<file path="src/rtl/spi_frame_sequencer.sv">
// rtl/spi_frame_sequencer.sv - SPI card reader that finds a frame header and splits the payload into video and audio bytes
`timescale 1ns/1ps
module spi_frame_sequencer #(
    parameter int unsigned SPI_DIV     = 20,
    parameter int unsigned VIDEO_BYTES = 4800,
    parameter int unsigned AUDIO_BYTES = 735,
    parameter logic [7:0]  HDR_BYTE    = 8'hFF,
    parameter int unsigned HDR_TIMEOUT = 65535
) (
    input  logic       CLK_40,
    input  logic       reset,
    input  logic       init,
    input  logic       stop,
    input  logic       MISO,
    input  logic       video_ready,
    input  logic       audio_ready,
    output logic       SPI_clk,
    output logic       MOSI,
    output logic       chip_select,
    output logic [7:0] data,
    output logic       write_video,
    output logic       write_audio,
    output logic       frame_done,
    output logic       hdr_timeout,
    output logic       busy
);

    localparam int          DW        = (SPI_DIV > 1) ? $clog2(SPI_DIV) : 1;
    localparam logic [DW-1:0] DIV_LAST = DW'(SPI_DIV - 1);
    localparam logic [15:0] VID_LAST  = 16'(VIDEO_BYTES - 1);
    localparam logic [15:0] AUD_LAST  = 16'(AUDIO_BYTES - 1);
    localparam logic [15:0] HDR_LIMIT = 16'(HDR_TIMEOUT);

    typedef enum logic [1:0] {IDLE, WAIT_HDR, VIDEO, AUDIO} state_t;

    state_t        state_q, state_d;
    logic [DW-1:0] div_q, div_d;
    logic          spi_clk_q, spi_clk_d;
    logic [7:0]    shift_q, shift_d;
    logic [2:0]    bit_cnt_q, bit_cnt_d;
    logic [15:0]   hdr_cnt_q, hdr_cnt_d;
    logic [15:0]   byte_cnt_q, byte_cnt_d;
    logic [7:0]    data_q, data_d;
    logic          write_video_q, write_video_d;
    logic          write_audio_q, write_audio_d;
    logic          frame_done_q, frame_done_d;
    logic          hdr_timeout_q, hdr_timeout_d;
    logic          pending_q, pending_d;

    logic rise, fall, byte_done, do_write, ready;

    // Next-state: SPI clock divider, bit shifting, header search and byte hand-off
    always_comb begin
        state_d       = state_q;
        div_d         = div_q;
        spi_clk_d     = spi_clk_q;
        shift_d       = shift_q;
        bit_cnt_d     = bit_cnt_q;
        hdr_cnt_d     = hdr_cnt_q;
        byte_cnt_d    = byte_cnt_q;
        data_d        = data_q;
        write_video_d = 1'b0;
        write_audio_d = 1'b0;
        frame_done_d  = 1'b0;
        hdr_timeout_d = hdr_timeout_q;
        pending_d     = pending_q;
        rise          = 1'b0;
        fall          = 1'b0;
        byte_done     = 1'b0;
        do_write      = 1'b0;
        ready         = (state_q == VIDEO) ? video_ready : audio_ready;

        // a completed byte waiting for its buffer parks the clock low
        if (state_q != IDLE && !(pending_q && !spi_clk_q)) begin
            if (div_q == DIV_LAST) begin
                div_d     = '0;
                spi_clk_d = ~spi_clk_q;
                rise      = ~spi_clk_q;
                fall      = spi_clk_q;
            end else begin
                div_d = div_q + 1'b1;
            end
        end

        if (rise) shift_d = {shift_q[6:0], MISO};

        case (state_q)
            IDLE: begin
                if (init && !stop) begin
                    state_d       = WAIT_HDR;
                    hdr_timeout_d = 1'b0;
                    shift_d       = '0;
                    hdr_cnt_d     = '0;
                    bit_cnt_d     = '0;
                    byte_cnt_d    = '0;
                    pending_d     = 1'b0;
                end
            end
            WAIT_HDR: begin
                // timeout is taken the cycle after the last allowed bit so that edge stays visible
                if (hdr_cnt_q == HDR_LIMIT) begin
                    state_d       = IDLE;
                    hdr_timeout_d = 1'b1;
                end else if (rise) begin
                    hdr_cnt_d = hdr_cnt_q + 16'd1;
                    if (shift_d == HDR_BYTE) begin
                        state_d    = VIDEO;
                        bit_cnt_d  = '0;
                        byte_cnt_d = '0;
                    end
                end else if (fall && stop) begin
                    state_d = IDLE;
                end
            end
            default: begin
                if (rise) begin
                    bit_cnt_d = bit_cnt_q + 3'd1;
                    if (bit_cnt_q == 3'd7) begin
                        data_d    = shift_d;
                        byte_done = 1'b1;
                    end
                end
                if (byte_done || pending_q) begin
                    if (ready) begin
                        do_write  = 1'b1;
                        pending_d = 1'b0;
                    end else begin
                        pending_d = 1'b1;
                    end
                end
                if (do_write) begin
                    byte_cnt_d = byte_cnt_q + 16'd1;
                    if (state_q == VIDEO) begin
                        write_video_d = 1'b1;
                        if (byte_cnt_q == VID_LAST) begin
                            state_d    = AUDIO;
                            byte_cnt_d = '0;
                        end
                    end else begin
                        write_audio_d = 1'b1;
                        if (byte_cnt_q == AUD_LAST) begin
                            frame_done_d = 1'b1;
                            state_d      = WAIT_HDR;
                            byte_cnt_d   = '0;
                            hdr_cnt_d    = '0;
                            shift_d      = '0;
                        end
                    end
                    if (stop) state_d = IDLE;
                end
            end
        endcase

        if (state_d == IDLE) begin
            spi_clk_d = 1'b0;
            div_d     = '0;
        end
    end

    // State and datapath registers with asynchronous reset
    always_ff @(posedge CLK_40 or posedge reset) begin
        if (reset) begin
            state_q       <= IDLE;
            div_q         <= '0;
            spi_clk_q     <= 1'b0;
            shift_q       <= '0;
            bit_cnt_q     <= '0;
            hdr_cnt_q     <= '0;
            byte_cnt_q    <= '0;
            data_q        <= '0;
            write_video_q <= 1'b0;
            write_audio_q <= 1'b0;
            frame_done_q  <= 1'b0;
            hdr_timeout_q <= 1'b0;
            pending_q     <= 1'b0;
        end else begin
            state_q       <= state_d;
            div_q         <= div_d;
            spi_clk_q     <= spi_clk_d;
            shift_q       <= shift_d;
            bit_cnt_q     <= bit_cnt_d;
            hdr_cnt_q     <= hdr_cnt_d;
            byte_cnt_q    <= byte_cnt_d;
            data_q        <= data_d;
            write_video_q <= write_video_d;
            write_audio_q <= write_audio_d;
            frame_done_q  <= frame_done_d;
            hdr_timeout_q <= hdr_timeout_d;
            pending_q     <= pending_d;
        end
    end

    assign SPI_clk     = spi_clk_q;
    assign MOSI        = 1'b1;
    assign chip_select = (state_q == IDLE);
    assign busy        = (state_q != IDLE);
    assign data        = data_q;
    assign write_video = write_video_q;
    assign write_audio = write_audio_q;
    assign frame_done  = frame_done_q;
    assign hdr_timeout = hdr_timeout_q;

endmodule

</file>
<file path="config.mk">
export PLATFORM = sky130hd
export DESIGN_NAME = spi_frame_sequencer
export DESIGN_NICKNAME = d
export VERILOG_FILES = /design/src/rtl/spi_frame_sequencer.sv
export SDC_FILE = /design/constraint.sdc
export NUM_CORES = 1
export LEC_CHECK = 0
export ABC_AREA = 1
export CAP_MARGIN = 15
export CORE_UTILIZATION = 25
export CTS_CLUSTER_DIAMETER = 40
export DETAILED_ROUTE_END_ITERATION = 8
export PLACE_DENSITY = 0.38
export SYNTH_ARGS = -nofsm -noshare
export SYNTH_HDL_FRONTEND = slang
export SYNTH_SLANG_ARGS = --single-unit
</file>
<file path="constraint.sdc">
create_clock -name CLK_40 -period 2.7 [get_ports CLK_40]
set_clock_uncertainty 0.1 [all_clocks]
set_input_delay 0.54 -clock CLK_40 [delete_from_list [all_inputs] [get_ports CLK_40]]
set_output_delay 0.54 -clock CLK_40 [all_outputs]
set_load 0.01 [all_outputs]
</file>
# [Word-level counts from Yosys, hierarchy flattened]
# Cells that the tools add are included.
[word_totals] register_bits=64 latch_bits=0 ram_bits=0 romBits=0 inputBits=7 output_inout_bits=16 word_cells=131 memories=0
[op_classes] addsub=4 mul=0 n_div=0 magnitude_cmp=0 n_eq_ne=14 n_shift=0 muxes=71 n_bitwise=3 n_reduce_logical=26
[ops] cell="two-way mux 16 bit" n=13
[ops] cell="one-hot mux 16 bit (2 select lines)" n=2
[ops] cell="two-way mux 8 bit" n=5
[ops] cell="adder 16 x 1 -> 16 bit, second input constant" n=2
[ops] cell="two-way mux 1 bit" n=28
[ops] cell="two-way mux 2 bit" n=10
[ops] cell="equality test 16 x 10 -> 1 bit, second input constant" n=1
[ops] cell="equality test 16 x 13 -> 1 bit, second input constant" n=1
[ops] cell="equality test 16 bit, second input constant" n=1
[ops] cell="one-hot mux 8 bit (2 select lines)" n=1
[ops] cell="two-way mux 3 bit" n=5
[ops] cell="two-way mux 5 bit" n=3
[ops] cell="nonzero test 2 bit" n=6
[ops] cell="AND reduction 5 bit" n=2
[ops] cell="AND reduction 3 bit" n=3
[ops] cell="equality test 8 bit, second input constant" n=1
[ops] cell="!= test 2 bit, second input constant" n=4
[ops] cell="one-hot mux 3 bit (2 select lines)" n=1
[ops] cell="AND reduction 6 bit" n=1
[ops] cell="nonzero test 3 bit" n=2
[ops] cell="adder 5 x 1 -> 5 bit, second input constant" n=1
[ops] cell="equality test 5 bit, second input constant" n=1
[ops] cell="logical AND 1 bit" n=4
[ops] cell="logical NOT 2 bit" n=2
[ops] cell="other kinds (13)" n=18

# [Longest topological paths before layout]
[depth] ltp_word=15 ltp_mapped=17 mapped_depth_nobuf=16

# [Least setup slack after synthesis]
# OpenSTA, ideal clock, no wires.
[synth_path] path_kind="flip-flop to flip-flop" start="register div_q[0]" end="register byte_cnt_q[13]" setup_time_ns=0.127 arrival_time_ns=1.928 required_ns=2.473 slack_ns=0.545 stages_incl_launch_ff=17 n_path_buf=2 synth_period_minus_slack_ns=2.155 cell_sequence="dfrtp_1 -> ha_1 -> nand2_1 -> inv_1 -> nand3_2 -> nor2_4 -> buf_6 -> nand2_1 -> nand2_1 -> nand2_1 -> nor2_2 -> nand2_1 -> nand2_2 -> nand2_4 -> nor2_8 -> buf_6 -> o21ai_0"
[synth_via] elab_chain_len=10 elab_cells_between_ends=14 cone_classes="eq/ne (4); mux (7); reduce/logical (3)"
[synth_lines] item="start, declared" line_no="37" text="logic [DW-1:0] div_q, div_d;"
[synth_lines] item="start signal, assigned" line_no="178" text="div_q <= div_d;"
[synth_lines] item="equality test 5 bit (*)" line_no="75" text="if (div_q == DIV_LAST) begin"
[synth_lines] item="two-way mux 1 bit (*)" line_no="75"
[synth_lines] item="two-way mux 1 bit (*)" line_no="74" text="if (state_q != IDLE && !(pending_q && !spi_clk_q)) begin"
[synth_lines] item="two-way mux 1 bit" line_no="116" text="if (rise) begin"
[synth_lines] item="two-way mux 1 bit" line_no="87" text="case (state_q)"
[synth_lines] item="logical OR 1 bit" line_no="123" text="if (byte_done || pending_q) begin"
[synth_lines] item="two-way mux 1 bit" line_no="123"
[synth_lines] item="two-way mux 1 bit" line_no="87"
[synth_lines] item="nonzero test 3 bit (no source line)"
[synth_lines] item="AND reduction 5 bit (no source line) (*)"
[synth_lines] item="end signal, assigned" line_no="183" text="byte_cnt_q <= byte_cnt_d;"
[synth_lines] item="end, declared" line_no="42" text="logic [15:0] byte_cnt_q, byte_cnt_d;"
# Mark *: on every way between the ends. The rest lies on a longest branch, timed or not. The select of a mux whose other input is x is not followed.
# A chain may end at the register's enable or synchronous reset.

# [Worst setup path in the final report]
[layout_path] start="register state_q[1]" end="output port chip_select"
[layout_via] elab_chain_len=1
[layout_lines] item="start, declared" line_no="36" text="state_t state_q, state_d;"
[layout_lines] item="start signal, assigned" line_no="177" text="state_q <= state_d;"
[layout_lines] item="logical NOT 2 bit" line_no="195" text="assign chip_select = (state_q == IDLE);"
[layout_lines] item="end, declared" line_no="19" text="output logic chip_select,"
# Every way passes these cells.

==> qor.yml <==
clock_network:
  cts_buffer_depth: 2
  cts_tree: "yes"
  hold_buffers: 0
  cts-root-buf: "clkbuf_16"
  h-tree-depth: 3
  cts-buffers-inserted: 9
  clk_latency_ns: 0.34
  clk_pin_slew_ns: 0.06
  cts.sinks: 64
route:
  firstDrtPassIters: 4
  vias: 3381
  drcViolationCount: 0
  drt_iter0_markers: 214
  ant_nets: 0
  via_per_inst: 4.55
  wl_mm: 10.1
  wl_per_cell_um: 13.6
synthesis:
  syn_area_um2: 3830
  ys_ff_latch: 64
  netlist_instances: 515
  synth_edf_count: 0
  yosysWarnings: 0
  dominantRegCellSynth: "dfrtp_1"
  synth_top_area_share_pct: 41.8
  synth_area_leaders: "dfrtp_1 (42%), nand2_1 (12%), nand3_1 (6.4%)"
  synth_cell_type_count: 38
  ys_seq_area_share_pct: 41.8
  synth_most_common_cell: "nand2_1"
  syn_area_per_cell_um2: 7.43
  yosysTopAreaCell: "dfrtp_1"
  async_reset_ff_share_pct: 100
  yosys-top-cells-count: "nand2_1 (125), dfrtp_1 (64), inv_1 (61)"
  synthesis.nets: 528
flow_run:
  drv_cap: 0
sta:
  period_needed_ns: 2.52
  fin_ws_ns: 0.183
  setup_viol: 0
  rsz0062_at_grt: "no"
  worst_slew_pin_slew_ns: 0.511
  drv_slew: 0
  min_period_over_period_pct: 93.2
  relSlewSlack_pct: 65.7
  timing.fmax_mhz: 397
  hold_viol_final: 0
  final.setup.tns_ns: 0
global_route:
  use_met2_pct: 23.4
  grt_pass1_wl_mm: 17.3
  met1_usage_pct: 17.6
  antenna_found_initial: 0
  met3_usage_pct: 4.04
  grt_pass1_vias: 3410
  grt_use_total_pct: 14.0
  top_usage_layer: "met2"
  grt_overflow_total: 0
  grt_max_degree: 47
die:
  io-pin-count: 23
  die_area_um2: 15800
  die-width_um: 126
  fp.dieH_um: 126
  initial_core_util_pct: 25.9
  core_um2: 14800
  rows: 44
pwr:
  power_leakage_nw: 2.10
  powerDensity_nw_per_um2: 965
  ir_drop_mv: 0.380
critical_path:
  crit_type: "flop to primary output"
  cp_slowest_cell: "clkdlybuf4s50_1"
  r2r_slack_ns: 0.28
  cp_data_required_time_ns: 2.06
  cp_max_fo: 14
  slowest_delay_ns: 0.61
  startpoint_type: "flop"
  critical_path.top_delay_family: "buffers and inverters"
  crit_buf_inv: 2
  cp-end-kind: "primary output"
  path_cells: "buf_4 -> nor2_1 -> clkdlybuf4s50_1"
  worstPathArrival_ns: 1.88
placement:
  gp_congestion: 0.835
  dp_hpwl_mm: 7.52
  pre_cts_slack_ns: 0.192
  io_buffers: 21
worst_hold_path:
  hp-class: "flop to flop"
cells_and_area:
  drive_gt1_share_pct: 9.66
  finalCoreUtilization_pct: 31.5
  num_antenna_cells: 0
  fin_nets: 568
  area_growth_pct: 21.6
outcome:
  status: "finished clean"
[routing by layer]
metal	wire length [um]	up-vias
met3	355	8
met4	129	0
met2	4900	38
met5	0	-
li1	-	1760
met1	4710	1575
[tightest hold or removal path: stages, from the launching register on]
cell	delay, ns
dfrtp_1	0.33
nand2_1	0.05
o21ai_0	0.06
[final cells by class]
type,count,area (um^2)
Tap cell,184,230
Inverter,63,236
Fill cell,1607,10100
Multi-Input combinational cell,377,1930
Sequential cell,64,1600
Timing Repair Buffer,40,378
Clock buffer,12,256
Clock inverter,3,17.5
[through the flow]
stage          std cells  power [mW]  cell area, um^2  hold slack (ns)
6_report             743        4.49             4650            0.384
5_1_grt              743        4.90             4650            0.429
4_1_cts              740        4.53             4610            0.388
3_5_place_dp         725        3.41             4340            0.374
3_3_place_gp         725        3.42             4340            0.374
2_1_floorplan        515        2.80             3830            0.357
[final timing paths]
check                      startpoint              to  depth (start not counted)
setup reg to reg             div_q[0]  byte_cnt_q[14]                         15
max in group asynchronous       reset   byte_cnt_q[9]                          3
setup / recovery           state_q[1]     chip_select                          3
min in group asynchronous       reset    hdr_cnt_q[5]                          2
hold reg to reg               data[5]         data[5]                          2
hold / removal                data[5]         data[5]                          2
[cell families after synthesis]
kind of cell / synth area share [%]
AO/OA/AOI/OAI: 10.5
XOR/XNOR: 5.03
adder cells (fa/ha/maj): 1.96
buffers and inverters: 8.07
flip-flops: 41.8
multiplexers: 0.262
other: 0.0980
AND/OR/NAND/NOR: 32.2
[layout by cell type (no fill, tap or decap), drive strengths merged, types with 2 or more instances in the layout]
| cell type | synthesis | layout |
|---|---|---|
| buf | 8 | 19 |
| nand4 | 8 | 8 |
| nor3b | 2 | 2 |
| nand2 | 132 | 132 |
| inv | 62 | 62 |
| nand3 | 50 | 50 |
| dfrtp | 64 | 64 |
| o31ai | 7 | 7 |
| clkdlybuf4s50 | 0 | 21 |
| or2 | 2 | 2 |
| ha | 6 | 6 |
| clkbuf | 3 | 12 |
| nor4 | 2 | 2 |
| xor2 | 17 | 17 |
| xnor2 | 5 | 5 |
| a21oi | 15 | 15 |
| a31oi | 3 | 3 |
| clkinv | 1 | 3 |
| nor2 | 56 | 56 |
| o21ai | 43 | 43 |
| nor3 | 22 | 22 |
[state kept, by name, summed over array words and instances, names as in the netlist]
signal	count
byte_cnt_q	16
pending_q	1
bit_cnt_q	3
hdr_cnt_q	16
hdr_timeout	1
write_video	1
state_q	2
div_q	5
shift_q	8
frame_done	1
data	8
SPI_clk	1
write_audio	1
[what timing repair did]
item,CTS,global route
gates resized for setup,0,4
setup buffers,0,3
endpoints found under the setup margin,0,29
[where the power goes]
| part | internal, mW | switching (mW) |
|---|---|---|
| sequential | 1.24 | 0.257 |
| clock | 0.662 | 0.413 |
| combinational | 0.717 | 1.21 |
(Power assumes the default switching activity.)
